`config.mk`:
```
export PLATFORM = sky130hd
export DESIGN_NAME = channel_scheduler
export DESIGN_NICKNAME = d
export VERILOG_FILES = /design/src/rtl/channel_scheduler.sv
export SDC_FILE = /design/constraint.sdc
export NUM_CORES = 1
export LEC_CHECK = 0
export CAP_MARGIN = 25
export CORE_MARGIN = 1
export CORE_UTILIZATION = 25
export DETAILED_ROUTE_END_ITERATION = 10
export GPL_ROUTABILITY_DRIVEN = 0
export PLACE_DENSITY_LB_ADDON = 0.1
export SETUP_SLACK_MARGIN = 0.2
export SYNTH_ARGS = -nofsm -noshare
export SYNTH_HDL_FRONTEND = slang
export SYNTH_SLANG_ARGS = --single-unit
```
`constraint.sdc`:
```
create_clock -name clk_i -period 2.68 [get_ports clk_i]
set_clock_uncertainty 0.2 [all_clocks]
set_input_delay 0.268 -clock clk_i [delete_from_list [all_inputs] [get_ports clk_i]]
set_output_delay 0.268 -clock clk_i [all_outputs]
set_load 0.005 [all_outputs]
```
`src/rtl/channel_scheduler.sv`:
```
// Channel scheduler: turns decoded UART command frames into one-hot load/start/stop
// pulses for the serial-out channels and answers each accepted frame with a status byte.
module channel_scheduler #(
    parameter int         DATA_BIT = 32,
    parameter int         CH_NUM   = 16,
    parameter logic [7:0] CMD_FREQ = 8'h0A,
    parameter logic [7:0] CMD_DATA = 8'h0B,
    parameter logic [7:0] SLOW_DEF = 8'h14,
    parameter logic [7:0] FAST_DEF = 8'h05
) (
    input  logic                clk_i,
    input  logic                rst_ni,
    input  logic                done_tick_i,
    input  logic [7:0]          cmd_i,
    input  logic [DATA_BIT-1:0] output_pattern_i,
    input  logic [DATA_BIT-1:0] freq_pattern_i,
    input  logic [7:0]          slow_period_i,
    input  logic [7:0]          fast_period_i,
    input  logic [3:0]          sel_out_i,
    input  logic                mode_i,
    input  logic                start_i,
    input  logic                stop_i,
    input  logic [CH_NUM-1:0]   ch_busy_i,
    output logic [CH_NUM-1:0]   ch_load_o,
    output logic [CH_NUM-1:0]   ch_start_o,
    output logic [CH_NUM-1:0]   ch_stop_o,
    output logic [DATA_BIT-1:0] ch_pattern_o,
    output logic [DATA_BIT-1:0] ch_freq_o,
    output logic [7:0]          ch_slow_o,
    output logic [7:0]          ch_fast_o,
    output logic                ch_mode_o,
    output logic                tx_start_o,
    output logic [7:0]          tx_data_o,
    input  logic                tx_done_tick_i,
    output logic                busy_o,
    output logic                overrun_o
);

    typedef enum logic [2:0] {
        S_IDLE,
        S_DECODE,
        S_EXEC,
        S_START,
        S_ACK,
        S_WAIT_TX
    } state_t;

    state_t r_state;
    state_t w_next;

    logic [7:0]          r_cmd;
    logic [DATA_BIT-1:0] r_pattern;
    logic [DATA_BIT-1:0] r_freqIn;
    logic [7:0]          r_slowIn;
    logic [7:0]          r_fastIn;
    logic [3:0]          r_sel;
    logic                r_mode;
    logic                r_startReq;
    logic                r_stopReq;
    logic [15:0]         r_busy;

    logic [DATA_BIT-1:0] r_freqReg;
    logic [7:0]          r_slowReg;
    logic [7:0]          r_fastReg;

    logic [CH_NUM-1:0]   r_load;
    logic [CH_NUM-1:0]   r_start;
    logic [CH_NUM-1:0]   r_stop;
    logic [DATA_BIT-1:0] r_chPattern;
    logic [DATA_BIT-1:0] r_chFreq;
    logic [7:0]          r_chSlow;
    logic [7:0]          r_chFast;
    logic                r_chMode;
    logic                r_txStart;
    logic [7:0]          r_txData;
    logic                r_overrun;

    logic [3:0]          w_status;
    logic [3:0]          w_ackStatus;
    logic [CH_NUM-1:0]   w_selOneHot;
    logic                w_doLoad;

    assign w_selOneHot = {{(CH_NUM-1){1'b0}}, 1'b1} << r_sel;
    // A pure stop request (stop=1, start=0) is the only case that does not reload.
    assign w_doLoad    = r_startReq | ~r_stopReq;
    assign w_ackStatus = (r_state == S_DECODE) ? w_status : 4'd0;

    always_comb begin
        w_status = 4'd0;
        if (r_cmd != CMD_FREQ && r_cmd != CMD_DATA) begin
            w_status = 4'd1;
        end else if (r_cmd == CMD_DATA) begin
            if (int'(r_sel) >= CH_NUM) begin
                w_status = 4'd2;
            end else if (r_busy[r_sel] && !r_stopReq) begin
                w_status = 4'd3;
            end
        end else if (r_fastIn == 8'd0 || r_slowIn <= r_fastIn) begin
            w_status = 4'd4;
        end
    end

    always_comb begin
        w_next = r_state;
        case (r_state)
            S_IDLE:    if (done_tick_i) w_next = S_DECODE;
            S_DECODE:  w_next = (w_status != 4'd0) ? S_ACK : S_EXEC;
            S_EXEC:    w_next = (r_cmd == CMD_DATA && r_startReq) ? S_START : S_ACK;
            S_START:   w_next = S_ACK;
            S_ACK:     w_next = S_WAIT_TX;
            S_WAIT_TX: if (tx_done_tick_i) w_next = S_IDLE;
            default:   w_next = S_IDLE;
        endcase
    end

    always_ff @(posedge clk_i or negedge rst_ni) begin
        if (!rst_ni) begin
            r_state <= S_IDLE;
        end else begin
            r_state <= w_next;
        end
    end

    // Every pulse register is armed on the edge entering the state it belongs to,
    // so each pulse is high for exactly the cycle the FSM spends in that state.
    always_ff @(posedge clk_i or negedge rst_ni) begin
        if (!rst_ni) begin
            r_cmd       <= 8'd0;
            r_pattern   <= '0;
            r_freqIn    <= '0;
            r_slowIn    <= 8'd0;
            r_fastIn    <= 8'd0;
            r_sel       <= 4'd0;
            r_mode      <= 1'b0;
            r_startReq  <= 1'b0;
            r_stopReq   <= 1'b0;
            r_busy      <= 16'd0;
            r_freqReg   <= '0;
            r_slowReg   <= SLOW_DEF;
            r_fastReg   <= FAST_DEF;
            r_load      <= '0;
            r_start     <= '0;
            r_stop      <= '0;
            r_chPattern <= '0;
            r_chFreq    <= '0;
            r_chSlow    <= 8'd0;
            r_chFast    <= 8'd0;
            r_chMode    <= 1'b0;
            r_txStart   <= 1'b0;
            r_txData    <= 8'd0;
            r_overrun   <= 1'b0;
        end else begin
            r_load    <= '0;
            r_start   <= '0;
            r_stop    <= '0;
            r_txStart <= 1'b0;

            if (done_tick_i) begin
                if (r_state == S_IDLE) begin
                    r_cmd      <= cmd_i;
                    r_pattern  <= output_pattern_i;
                    r_freqIn   <= freq_pattern_i;
                    r_slowIn   <= slow_period_i;
                    r_fastIn   <= fast_period_i;
                    r_sel      <= sel_out_i;
                    r_mode     <= mode_i;
                    r_startReq <= start_i;
                    r_stopReq  <= stop_i;
                    r_busy     <= 16'(ch_busy_i);
                end else begin
                    r_overrun  <= 1'b1;
                end
            end

            if (r_state == S_DECODE && w_status == 4'd0) begin
                if (r_cmd == CMD_FREQ) begin
                    r_freqReg <= r_freqIn;
                    r_slowReg <= r_slowIn;
                    r_fastReg <= r_fastIn;
                end else begin
                    if (r_stopReq) begin
                        r_stop <= w_selOneHot;
                    end
                    if (w_doLoad) begin
                        r_load      <= w_selOneHot;
                        r_chPattern <= r_pattern;
                        r_chFreq    <= r_freqReg;
                        r_chSlow    <= r_slowReg;
                        r_chFast    <= r_fastReg;
                        r_chMode    <= r_mode;
                    end
                end
            end

            if (r_state == S_EXEC && w_next == S_START) begin
                r_start <= w_selOneHot;
            end

            if (w_next == S_ACK) begin
                r_txStart <= 1'b1;
                r_txData  <= {r_cmd[3:0], w_ackStatus};
            end
        end
    end

    assign ch_load_o    = r_load;
    assign ch_start_o   = r_start;
    assign ch_stop_o    = r_stop;
    assign ch_pattern_o = r_chPattern;
    assign ch_freq_o    = r_chFreq;
    assign ch_slow_o    = r_chSlow;
    assign ch_fast_o    = r_chFast;
    assign ch_mode_o    = r_chMode;
    assign tx_start_o   = r_txStart;
    assign tx_data_o    = r_txData;
    assign busy_o       = (r_state != S_IDLE);
    assign overrun_o    = r_overrun;

endmodule
```
# --- After elaboration in Yosys (flattened, before gate mapping) ---
# Cells that the tools add are included.
op_classes:
  magnitude_cmp: 2
  eq_ne: 11
  shift: 1
  muxes: 20
  bitwise_logic: 4
  reduce_logical: 16
op_table:
  columns: ["op", "count"]
  rows:
  - ["two-way mux 16 bit", 7]
  - ["one-hot mux 3 bit (6 select lines)", 1]
  - ["equality test 8 x 4 -> 1 bit (second input constant)", 2]
  - ["!= test 8 x 4 -> 1 bit (second input constant)", 2]
  - ["left shift 1 x 4 -> 16 bit (first input constant)", 1]
  - ["two-way mux 3 bit", 5]
  - ["two-way mux 4 bit", 3]
  - ["equality test 3 x 2 -> 1 bit (second input constant)", 3]
  - ["equality test 3 bit (second input constant)", 3]
  - ["<= comparator 8 bit", 1]
  - ["logical NOT 8 bit", 1]
  - ["AND reduction 2 bit", 3]
  - ["logical AND 1 bit", 5]
  - ["less-than comparator 4 x 5 -> 1 bit (second input constant)", 1]
  - ["binary-select mux 1 bit (select 4 bit)", 1]
  - ["logical NOT 4 bit", 1]
  - ["nonzero test 4 bit", 1]
  - ["equality test 3 x 1 -> 1 bit (second input constant)", 1]
  - ["logical NOT 3 bit", 1]
  - ["inverter 1 bit", 3]
  - ["AND reduction 3 bit", 1]
  - ["nonzero test 3 bit", 1]
  - ["two-way mux 1 bit", 2]
  - ["two-way mux 2 bit", 1]
  - ["3 further kinds", 3]
totals:
  register_bits: 301
  in_bits: 115
  output_inout_bits: 140

# --- Depth between registers and ports, before layout ---
# Gate-level depths: netlist of the first run.
logic_depth:
  depth_word: 12
  depth_mapped: 10
  depth_no_buf: 8

# --- Least setup slack after synthesis of the first run ---
# OpenSTA, ideal clock, no wires.
synth_path:
  kind: "reg2reg"
  from: "reg r_slowIn[5]"
  to: "reg r_freqReg[10]"
  arrival_ns: 2.315
  required_time_ns: 2.355
  path_slack_ns: 0.040
  path_stages_with_launch: 9
  n_path_buf: 2
  synth_period_minus_slack_ns: 2.640
  path_cell_list: "dfrtp_1 -> ha_1 -> a211oi_1 -> o21ai_0 -> nand3b_1 -> nand4_1 -> clkbuf_1 -> clkbuf_1 -> mux2_2"
synth_via:
  elab_chain_len: 8
synth_rtl:
  columns: ["item", "line_no", "source"]
  rows:
  - ["start, declared", "54", "logic [7:0] r_slowIn;"]
  - ["start signal, assigned", "163", "r_slowIn <= slow_period_i;"]
  - ["<= comparator 8 bit", "98", "end else if (r_fastIn == 8'd0 || r_slowIn <= r_fastIn) begin"]
  - ["logical OR 1 bit", "98", null]
  - ["two-way mux 3 bit", "98", null]
  - ["two-way mux 4 bit", "92", "end else if (r_cmd == CMD_DATA) begin"]
  - ["two-way mux 4 bit", "90", "if (r_cmd != CMD_FREQ && r_cmd != CMD_DATA) begin"]
  - ["logical NOT 4 bit", "175", "if (r_state == S_DECODE && w_status == 4'd0) begin"]
  - ["logical AND 1 bit", "175", null]
  - ["AND reduction 2 bit (no source line)", null, null]
  - ["end signal, assigned", "177", "r_freqReg <= r_freqIn;"]
  - ["end, declared", "62", "logic [DATA_BIT-1:0] r_freqReg;"]
# Every way passes these cells.
# A chain may end at the register's enable or synchronous reset.

# --- Worst setup path after layout of the first run ---
layout_path:
  from: "reg r_sel[0]"
  to: "reg r_chPattern[16], in the netlist ch_pattern_o[16]"
layout_via:
  elab_chain_len: 9
layout_rtl:
  columns: ["item", "line_no", "source"]
  rows:
  - ["start, declared", "56", "logic [3:0] r_sel;"]
  - ["start signal, assigned", "165", "r_sel <= sel_out_i;"]
  - ["binary-select mux 1 bit (select 4 bit)", "95", "end else if (r_busy[r_sel] && !r_stopReq) begin"]
  - ["two-way mux 1 bit (implied by the code)", "95", null]
  - ["logical AND 1 bit", "95", null]
  - ["two-way mux 2 bit", "95", null]
  - ["two-way mux 4 bit", "92", null]
  - ["two-way mux 4 bit", "90", null]
  - ["logical NOT 4 bit", "175", null]
  - ["logical AND 1 bit", "175", null]
  - ["AND reduction 3 bit (no source line)", null, null]
  - ["end signal, assigned", "186", "r_chPattern <= r_pattern;"]
  - ["end, declared", "69", "logic [DATA_BIT-1:0] r_chPattern;"]
# Every way passes these cells. The select of a mux whose other input is x is not followed.

==> results of run 1 <==
==> cells in the mapped netlist, drive strengths merged (5+ instances only) <==
library cell / count / share of area, %
dfrtp: 296 / 63
nor2b: 9 / 0.48
buf: 13 / 1.7
ha: 8 / 0.85
mux2: 226 / 24
nor2: 50 / 1.6
clkbuf: 29 / 0.92
nor4: 9 / 0.48
nand2: 34 / 1.1
nand3: 7 / 0.30
nor3: 5 / 0.25
nand4: 5 / 0.26
o21ai: 23 / 0.97
inv: 15 / 0.48
==> cells in the final DEF, fill, tap and decap left out, drive strengths merged, types with 4 or more instances in the layout <==
cell             n
dfrtp          296
clkdlybuf4s50  252
mux2           226
buf             64
clkbuf          61
nor2            50
nand2           34
o21ai           23
inv             15
nor2b            9
nor4             9
ha               8
nand3            7
nand4            5
nor3             5
a21oi            4
clkinv           4
dfstp            4
mux2i            4
==> critical path, delay by kind of cell, from the launching register on <==
kind / cells / cell delay, ps
buffers and inverters: 2 / 340
AND/OR/NAND/NOR: 1 / 440
AO/OA/AOI/OAI: 1 / 120
multiplexers: 3 / 1050
flip-flops: 1 / 400
==> report_power, final <==
group / switching [mW] / internal, mW / leakage [nW]
logic: 1.38 / 1.98 / 3.25
clock network: 1.93 / 3.18 / 0.607
registers: 0.645 / 5.57 / 3.93
==> cell families (layout without fill, tap and decap cells) <==
kind of cell    after synthesis  after routing  share of synthesized area (%)
simple gates                132            132                           5.25
mux                         232            232                           24.8
other cells                   1              1                         0.0317
compound gates               45             45                           2.40
flops                       300            300                           63.6
buf+inv                      57            403                           3.08
fa+ha+maj                     8              8                          0.847
==> routing by layer <==
layer | vias to the layer above | track usage [%] | routed length (µm)
li1 | 3356 | - | -
met2 | 179 | 19.2 | 14100
met5 | - | 0 | 48
met1 | 3632 | 18.1 | 14900
met4 | 6 | 3.66 | 567
met3 | 50 | 5.03 | 2450
==> registers in the layout (all words and copies together) (netlist names), 16 cells and up <==
name	flops
ch_start_o	16
ch_stop_o	16
r_busy	16
r_freqIn	32
r_freqReg	32
ch_load_o	16
ch_freq_o	32
ch_pattern_o	32
r_pattern	32
==> through the flow <==
step / setup TNS, ps / total power, mW / utilization (%) / setup WS, ps / cell area [µm²]
floorplan: 0 / 8.04 / - / 142 / 11800
global placement: -5490 / 9.32 / 33.0 / -89.7 / 15400
detailed placement: -1560 / 9.38 / 33.0 / -37.9 / 15400
CTS: -1460 / 14.8 / 36.1 / -48.4 / 16800
global route: -7720 / 15.6 / 36.6 / -119 / 17100
finish: -601 / 14.7 / 36.6 / -21.2 / 17100
==> worst min path at each step <==
stage                startpoint      endpoint  slack [ps]  depth (start not counted)
3_5_place_dp             rst_ni  r_freqIn[19]         160                          1
6_report       fast_period_i[1]   r_fastIn[1]          90                          3
2_1_floorplan            rst_ni  ch_fast_o[0]        -230                          0
3_3_place_gp             rst_ni  r_freqIn[19]         160                          1
4_1_cts        fast_period_i[1]   r_fastIn[1]          50                          3
5_1_grt        fast_period_i[7]   r_fastIn[7]          70                          3
==> final cells by class <==
| class | count | area share (%) |
|---|---|---|
| clock buffer | 58 | 6.62 |
| clock inverter | 7 | 0.645 |
| inverter | 15 | 0.330 |
| multi-input combinational | 418 | 23.8 |
| sequential | 300 | 44.1 |
| tap | 607 | 4.45 |
| timing repair buffer | 323 | 20.1 |
==> what timing repair did <==
action                                  CTS  global route
cloned                                    3             5
hold buffers                              1             0
pin swaps                                 4            12
buffers inserted                          7             4
endpoints found under the setup margin  130           153
endpoints found under the hold margin    70             0
gates resized for setup                  12            20
==> impl_metrics.prom, run 1 <==
# TYPE chip_impl_metric gauge
chip_impl_metric{name="finalNetCount",unit=""} 1220
chip_impl_metric{name="first_global_vias",unit=""} 7613
chip_impl_metric{name="period_minus_slack",unit="ps"} 2700
chip_impl_metric{name="arrival",unit="ps"} 2920
chip_impl_metric{name="slew-limit-headroom",unit="%"} 50.7
chip_impl_metric{name="die_w",unit="µm"} 219
chip_impl_info{name="hold_class",value="in2reg"} 1
chip_impl_info{name="rsz0062_at_grt",value="true"} 1
chip_impl_metric{name="synth_cell_types",unit=""} 46
chip_impl_metric{name="boundaryPins",unit=""} 255
chip_impl_info{name="r2r_end",value="ch_pattern_o[16]"} 1
chip_impl_info{name="startpoint_type",value="flop"} 1
chip_impl_metric{name="area_growth_syn_to_layout",unit="%"} 44.4
chip_impl_metric{name="drt_wirelength",unit="µm"} 32000
chip_impl_info{name="endpoint_class_of_the_critical_path",value="flop"} 1
chip_impl_metric{name="via_per_inst",unit=""} 4.18
chip_impl_metric{name="post_synth_net_total",unit=""} 898
chip_impl_metric{name="power-per-cell-area",unit="nW/µm²"} 861
chip_impl_metric{name="io_buffer_count",unit=""} 253
chip_impl_info{name="status",value="finished with violations"} 1
chip_impl_metric{name="drc_errors",unit=""} 0
chip_impl_metric{name="timing_worst_slew_pin_value",unit="ps"} 740
chip_impl_metric{name="worst-path-max-fanout",unit=""} 12
chip_impl_metric{name="floorplan.die_area",unit="µm²"} 48100
chip_impl_metric{name="power.ir.vdd_worst",unit="mV"} 0.494
chip_impl_metric{name="start_util",unit="%"} 25.4
chip_impl_metric{name="reg2reg_depth",unit=""} 7
chip_impl_metric{name="setup.reg_to_reg.worst_slack",unit="ps"} -20
chip_impl_info{name="timing.critical_path.cells",value="mux4_2 > mux2i_2 > a211oi_2 > or4_4 > buf_12 > buf_16 > mux2_4"} 1
chip_impl_metric{name="synthArstFlopShare",unit="%"} 100
chip_impl_metric{name="cpPeakStageDelay",unit="ps"} 530
chip_impl_metric{name="place_inst",unit=""} 1643
chip_impl_metric{name="cts_buffers",unit=""} 39
chip_impl_info{name="cpMaxStageDelayCell",value="mux4_2"} 1
chip_impl_metric{name="drv.max_cap_violation_count",unit=""} 0
chip_impl_metric{name="yosys_warnings",unit=""} 0
chip_impl_metric{name="ctsLongestPathBuffers",unit=""} 3
chip_impl_metric{name="global_route.overflow_total",unit=""} 0
chip_impl_metric{name="synth_area_per_cell",unit="µm²"} 15.2
chip_impl_metric{name="die_h",unit="µm"} 219
chip_impl_metric{name="mapped_cells",unit=""} 775
chip_impl_metric{name="seq_area_frac_synth",unit="%"} 63.6
chip_impl_metric{name="detailedPlacementHpwl",unit="µm"} 21400
chip_impl_metric{name="core",unit="µm²"} 46600
chip_impl_metric{name="detailroute.via_count",unit=""} 7223
chip_impl_metric{name="antenna_cells_inserted",unit=""} 0
chip_impl_metric{name="drt_pre_antenna_iters",unit=""} 4
chip_impl_info{name="reg2reg_from",value="r_sel[0]"} 1
chip_impl_metric{name="finalWorstSetupSlack",unit="ps"} -21.2
chip_impl_metric{name="grt_max_degree",unit=""} 85
chip_impl_metric{name="grtUsageTotal",unit="%"} 13.2
chip_impl_metric{name="tritoncts_num_sinks",unit=""} 300
chip_impl_metric{name="finalMaxSlewViolations",unit=""} 0
chip_impl_info{name="timing_worst_setup_path_type",value="reg2reg"} 1
chip_impl_info{name="clockRootBuffer",value="clkbuf_16"} 1
chip_impl_metric{name="synthesis.area",unit="µm²"} 11800
chip_impl_metric{name="grt_pass1_wl",unit="µm"} 47800
chip_impl_metric{name="layout.area.seq",unit="µm²"} 7510
chip_impl_metric{name="setup_viol",unit=""} 56
chip_impl_info{name="crit_path_start",value="r_sel[0]"} 1
chip_impl_metric{name="core.rowCount",unit=""} 79
chip_impl_info{name="synthFlopType",value="dfrtp_1"} 1
chip_impl_metric{name="cts_htree_levels",unit=""} 2
chip_impl_metric{name="post_drt_wl_per_cell",unit="µm"} 18.5
chip_impl_metric{name="number_of_antenna_violations_at_the_first_check_in_global_routing",unit=""} 3
chip_impl_metric{name="clock_latency_on_the_worst_skew_pair",unit="ps"} 540
chip_impl_metric{name="fin_worst_hold_slack",unit="ps"} 91.7
chip_impl_info{name="worst_setup_path_endpoint",value="ch_pattern_o[16]"} 1
chip_impl_metric{name="drt.antenna.violating_nets",unit=""} 0
chip_impl_metric{name="multiInputGateArea",unit="µm²"} 4060
chip_impl_info{name="clock_tree_from_tritoncts",value="yes"} 1
chip_impl_metric{name="synth_enable_flop_cells",unit=""} 0
chip_impl_metric{name="static_leak",unit="nW"} 7.79
chip_impl_metric{name="initial_detailed_routing_violation_count",unit=""} 221
chip_impl_metric{name="finalHoldViolCount",unit=""} 0
chip_impl_metric{name="clock.fmax",unit="MHz"} 370
chip_impl_info{name="violations",value="negative setup slack"} 1
chip_impl_metric{name="clkTransAtPathRegs",unit="ps"} 50
chip_impl_metric{name="synth.ff_latch_count",unit=""} 300
chip_impl_metric{name="layout.filler_cells",unit=""} 4479
chip_impl_metric{name="post_layout_nonfiller_instances",unit=""} 1728
chip_impl_metric{name="finalCritPeriodShare",unit="%"} 101
chip_impl_metric{name="required",unit="ps"} 2890
chip_impl_metric{name="final_layout_size_suffix_gt1_share",unit="%"} 33.7
Note: power is estimated with default switching activity, not from simulation.
==> run 2: changes to the inputs <==
Settings changed: CAP_MARGIN 25 to 20.
==> results of run 2 <==
Same layout as run 1: the final DEF is identical, and so are final timing and power.
==> run 3: changes to the inputs <==
Settings changed: ABC_AREA set to 1.
==> run 3 against run 2 <==
Net effect:
- the flow now finishes without violations
- setup slack better by 270 ps
- sequential power is 2% lower
- first-iteration DRC count increased by 80%
- design area shrank 2.2%
- core utilization decreased by 0.13 points
- die area is 1.3% lower
- sequential share of layout area is 1.0 points higher
- critical path type unchanged
==> impl_metrics.prom, run 3 <==
# TYPE chip_impl_metric gauge
chip_impl_info{name="status",value="complete, no violations"} 1
chip_impl_metric{name="power-per-cell-area",unit="nW/µm²"} 883
chip_impl_metric{name="core.rowCount",unit=""} 78
chip_impl_metric{name="clkTransAtPathRegs",unit="ps"} 60
chip_impl_metric{name="worst-path-max-fanout",unit=""} 12
chip_impl_metric{name="boundaryPins",unit=""} 255
chip_impl_info{name="layout.cells.most_common",value="dfrtp_1"} 1
chip_impl_metric{name="post_drt_wl_per_cell",unit="µm"} 16.3
chip_impl_info{name="hold_class",value="in2async"} 1
chip_impl_metric{name="static_leak",unit="nW"} 7.61
chip_impl_metric{name="fin_worst_hold_slack",unit="ps"} 52.5
chip_impl_info{name="ys_top_cells_by_area",value="dfrtp_1 (64%), nand2_1 (6.1%), inv_1 (5.0%)"} 1
chip_impl_metric{name="drt_pre_antenna_iters",unit=""} 4
chip_impl_metric{name="initial_detailed_routing_violation_count",unit=""} 397
chip_impl_metric{name="detailroute.via_count",unit=""} 8584
chip_impl_metric{name="area_growth_syn_to_layout",unit="%"} 43.0
chip_impl_info{name="synthFlopType",value="dfrtp_1"} 1
chip_impl_metric{name="fin_setup_tns",unit="ps"} 0
chip_impl_metric{name="tritoncts_num_sinks",unit=""} 300
chip_impl_metric{name="synthesis.area",unit="µm²"} 11700
chip_impl_metric{name="finalMaxSlewViolations",unit=""} 0
chip_impl_metric{name="finalNetCount",unit=""} 1571
chip_impl_metric{name="core",unit="µm²"} 45700
chip_impl_metric{name="yosys_warnings",unit=""} 0
chip_impl_metric{name="number_of_antenna_violations_at_the_first_check_in_global_routing",unit=""} 2
chip_impl_metric{name="io_buffer_count",unit=""} 253
chip_impl_metric{name="synth_area_per_cell",unit="µm²"} 10.0
chip_impl_metric{name="crit_buf_inv",unit=""} 4
chip_impl_metric{name="setup_viol",unit=""} 0
chip_impl_metric{name="synthArstFlopShare",unit="%"} 100
chip_impl_metric{name="arrival",unit="ps"} 2690
chip_impl_metric{name="timing_worst_slew_pin_value",unit="ps"} 579
chip_impl_metric{name="power.ir.vdd_worst",unit="mV"} 0.421
chip_impl_info{name="mostFrequentLayoutCells",value="dfrtp_1 (295), clkdlybuf4s50_1 (252), nand2_1 (182)"} 1
chip_impl_info{name="crit_path_start",value="r_fastIn[5]"} 1
chip_impl_metric{name="global_route.overflow_total",unit=""} 0
chip_impl_metric{name="synth_cell_types",unit=""} 30
chip_impl_metric{name="clock_latency_on_the_worst_skew_pair",unit="ps"} 540
chip_impl_metric{name="first_global_vias",unit=""} 8844
chip_impl_metric{name="finalWorstSetupSlack",unit="ps"} 247
chip_impl_metric{name="synth.ff_latch_count",unit=""} 300
chip_impl_metric{name="floorplan.die_area",unit="µm²"} 47500
chip_impl_metric{name="drv.max_cap_violation_count",unit=""} 0
chip_impl_info{name="most_numerous_cell_types_in_the_synthesized_netlist",value="dfrtp_1 (296), nand2_1 (188), inv_1 (155), nor2_1 (147), a21oi_1 (93)"} 1
chip_impl_metric{name="via_per_inst",unit=""} 4.14
chip_impl_info{name="synth_top_cell_by_area",value="dfrtp_1"} 1
chip_impl_metric{name="die_w",unit="µm"} 218
chip_impl_info{name="clockRootBuffer",value="clkbuf_16"} 1
chip_impl_metric{name="grt_max_degree",unit=""} 83
chip_impl_metric{name="pre_cts_ws",unit="ps"} 140
chip_impl_metric{name="final_layout_size_suffix_gt1_share",unit="%"} 13.4
chip_impl_metric{name="path_depth",unit=""} 13
chip_impl_metric{name="period_minus_slack",unit="ps"} 2430
chip_impl_metric{name="drc_errors",unit=""} 0
chip_impl_metric{name="seq_area_frac_synth",unit="%"} 64.4
chip_impl_metric{name="drt.antenna.violating_nets",unit=""} 0
chip_impl_metric{name="clock.fmax",unit="MHz"} 411
chip_impl_info{name="r2r_end",value="ch_pattern_o[16]"} 1
chip_impl_info{name="rsz0062_at_grt",value="true"} 1
chip_impl_info{name="reg2reg_from",value="r_fastIn[5]"} 1
chip_impl_metric{name="start_util",unit="%"} 25.5
chip_impl_info{name="critPathTopFamily",value="simple AND/OR/NAND/NOR gates"} 1
chip_impl_metric{name="post_layout_nonfiller_instances",unit=""} 2074
chip_impl_metric{name="slew-limit-headroom",unit="%"} 61.0
chip_impl_metric{name="detailedPlacementHpwl",unit="µm"} 21800
chip_impl_metric{name="place_inst",unit=""} 1988
chip_impl_metric{name="die_h",unit="µm"} 218
chip_impl_metric{name="mapped_cells",unit=""} 1163
chip_impl_metric{name="finalHoldViolCount",unit=""} 0
chip_impl_info{name="clock_tree_from_tritoncts",value="yes"} 1
chip_impl_metric{name="grtUsageTotal",unit="%"} 14.1
chip_impl_metric{name="cts_buffers",unit=""} 37
chip_impl_metric{name="reg2reg_depth",unit=""} 13
chip_impl_info{name="timing_worst_setup_path_type",value="reg2reg"} 1
chip_impl_metric{name="cpPeakStageDelay",unit="ps"} 370
chip_impl_info{name="cpMaxStageDelayCell",value="dfrtp_1"} 1
chip_impl_info{name="startpoint_type",value="flop"} 1
chip_impl_metric{name="finalCritPeriodShare",unit="%"} 90.8
chip_impl_info{name="crit_path_frequent_cell",value="buf_12"} 1
chip_impl_info{name="worst_setup_path_endpoint",value="ch_pattern_o[16]"} 1
chip_impl_info{name="endpoint_class_of_the_critical_path",value="flop"} 1
chip_impl_metric{name="drt_wirelength",unit="µm"} 33700
chip_impl_metric{name="yosysTopAreaCellShare",unit="%"} 63.5
chip_impl_info{name="timing.critical_path.cells",value="inv_2 > ha_4 > nand4_1 > nor3_1 > nor2_1 > nand2_4 > a21boi_2 > nand2_2 > or2_4 > buf_12 > buf_12 > buf_16 > o21ai_4"} 1
chip_impl_info{name="synth_most_common_cell",value="dfrtp_1"} 1
chip_impl_metric{name="cts_htree_levels",unit=""} 2
chip_impl_metric{name="antenna_cells_inserted",unit=""} 0
chip_impl_metric{name="required",unit="ps"} 2940
chip_impl_metric{name="post_synth_net_total",unit=""} 1286
chip_impl_metric{name="setup.reg_to_reg.worst_slack",unit="ps"} 250
chip_impl_metric{name="grt_pass1_wl",unit="µm"} 51700
chip_impl_metric{name="ctsLongestPathBuffers",unit=""} 3
chip_impl_metric{name="synth_enable_flop_cells",unit=""} 0
==> run 3: cell types whose count changed after synthesis, sizes merged, moves of 4 or more <==
cell / change
nor2: +97
mux2: -203
mux2i: -4
a21oi: +89
o21ai: +108
nor2b: -9
buf: +18
inv: +141
nand3: +21
nand4: +4
o21bai: +7
nor4: -9
nand2: +155
==> run 3: through the flow <==
step	total power, mW	instance area [µm²]	util, %
2_1_floorplan	8.21	11700	-
3_3_place_gp	9.66	15000	32.9
3_5_place_dp	9.73	15000	32.9
4_1_cts	14.9	16400	36.0
5_1_grt	15.8	16700	36.5
6_report	14.7	16700	36.5
==> run 3: timing repair <==
| item | CTS | global route |
|---|---|---|
| pin swaps | 5 | 17 |
| hold endpoints to repair | 296 | 0 |
| buffers inserted | 6 | 4 |
| gates cloned | 5 | 5 |
| gates resized for setup | 12 | 28 |
| hold buffers | 1 | 0 |
| setup endpoints to repair | 72 | 134 |
==> run 3: cell type report <==
type / instances / area, µm²
flip-flops and latches: 300 / 7510
clock inverters: 10 / 108
inverters: 157 / 589
clock buffers: 55 / 1090
fillers: 4659 / 29000
well taps: 600 / 751
repair buffers: 304 / 3290
multi-input cells: 648 / 3340
==> run 3: worst min-delay path by stage <==
stage / startpoint / end / slack, ps
floorplan: rst_ni / ch_fast_o[0] / -230
global placement: rst_ni / r_freqIn[4] / 60
detailed placement: rst_ni / r_freqIn[4] / 50
CTS: rst_ni / r_freqIn[4] / 50
global route: output_pattern_i[28] / r_pattern[28] / 80
finish: rst_ni / r_freqIn[4] / 50
==> run 3: power by group <==
| group | switching, mW | leakage, nW | internal, mW |
|---|---|---|---|
| Clock | 1.96 | 0.590 | 3.00 |
| Sequential | 0.508 | 3.81 | 5.60 |
| Combinational | 2.02 | 3.21 | 1.64 |
| Total | 4.48 | 7.61 | 10.2 |
==> run 3: worst register-to-register path, cell delays in order (launching register included) <==
cell,delay (ps)
dfrtp_1,370
inv_2,100
ha_4,210
nand4_1,110
nor3_1,60
nor2_1,180
nand2_4,90
a21boi_2,160
nand2_2,80
or2_4,260
buf_12,140
buf_12,130
buf_16,160
o21ai_4,120
==> run 3: cells by family after synthesis <==
family,after synthesis,synth area share [%]
other,1,0.0322
muxes,23,2.22
and+or+nand+nor,381,12.9
adders and majority gates,8,0.858
buffers and inverters,217,8.23
DFF,300,64.4
AOI/OAI and AO/OA,233,11.3
==> run 3: metal layers <==
metal | up-vias | track usage (%) | wire, µm
li1 | 4223 | - | -
met1 | 4135 | 19.3 | 16100
met2 | 170 | 21.6 | 15100
met3 | 52 | 3.53 | 1770
met4 | 4 | 4.76 | 701
met5 | - | 0 | 33
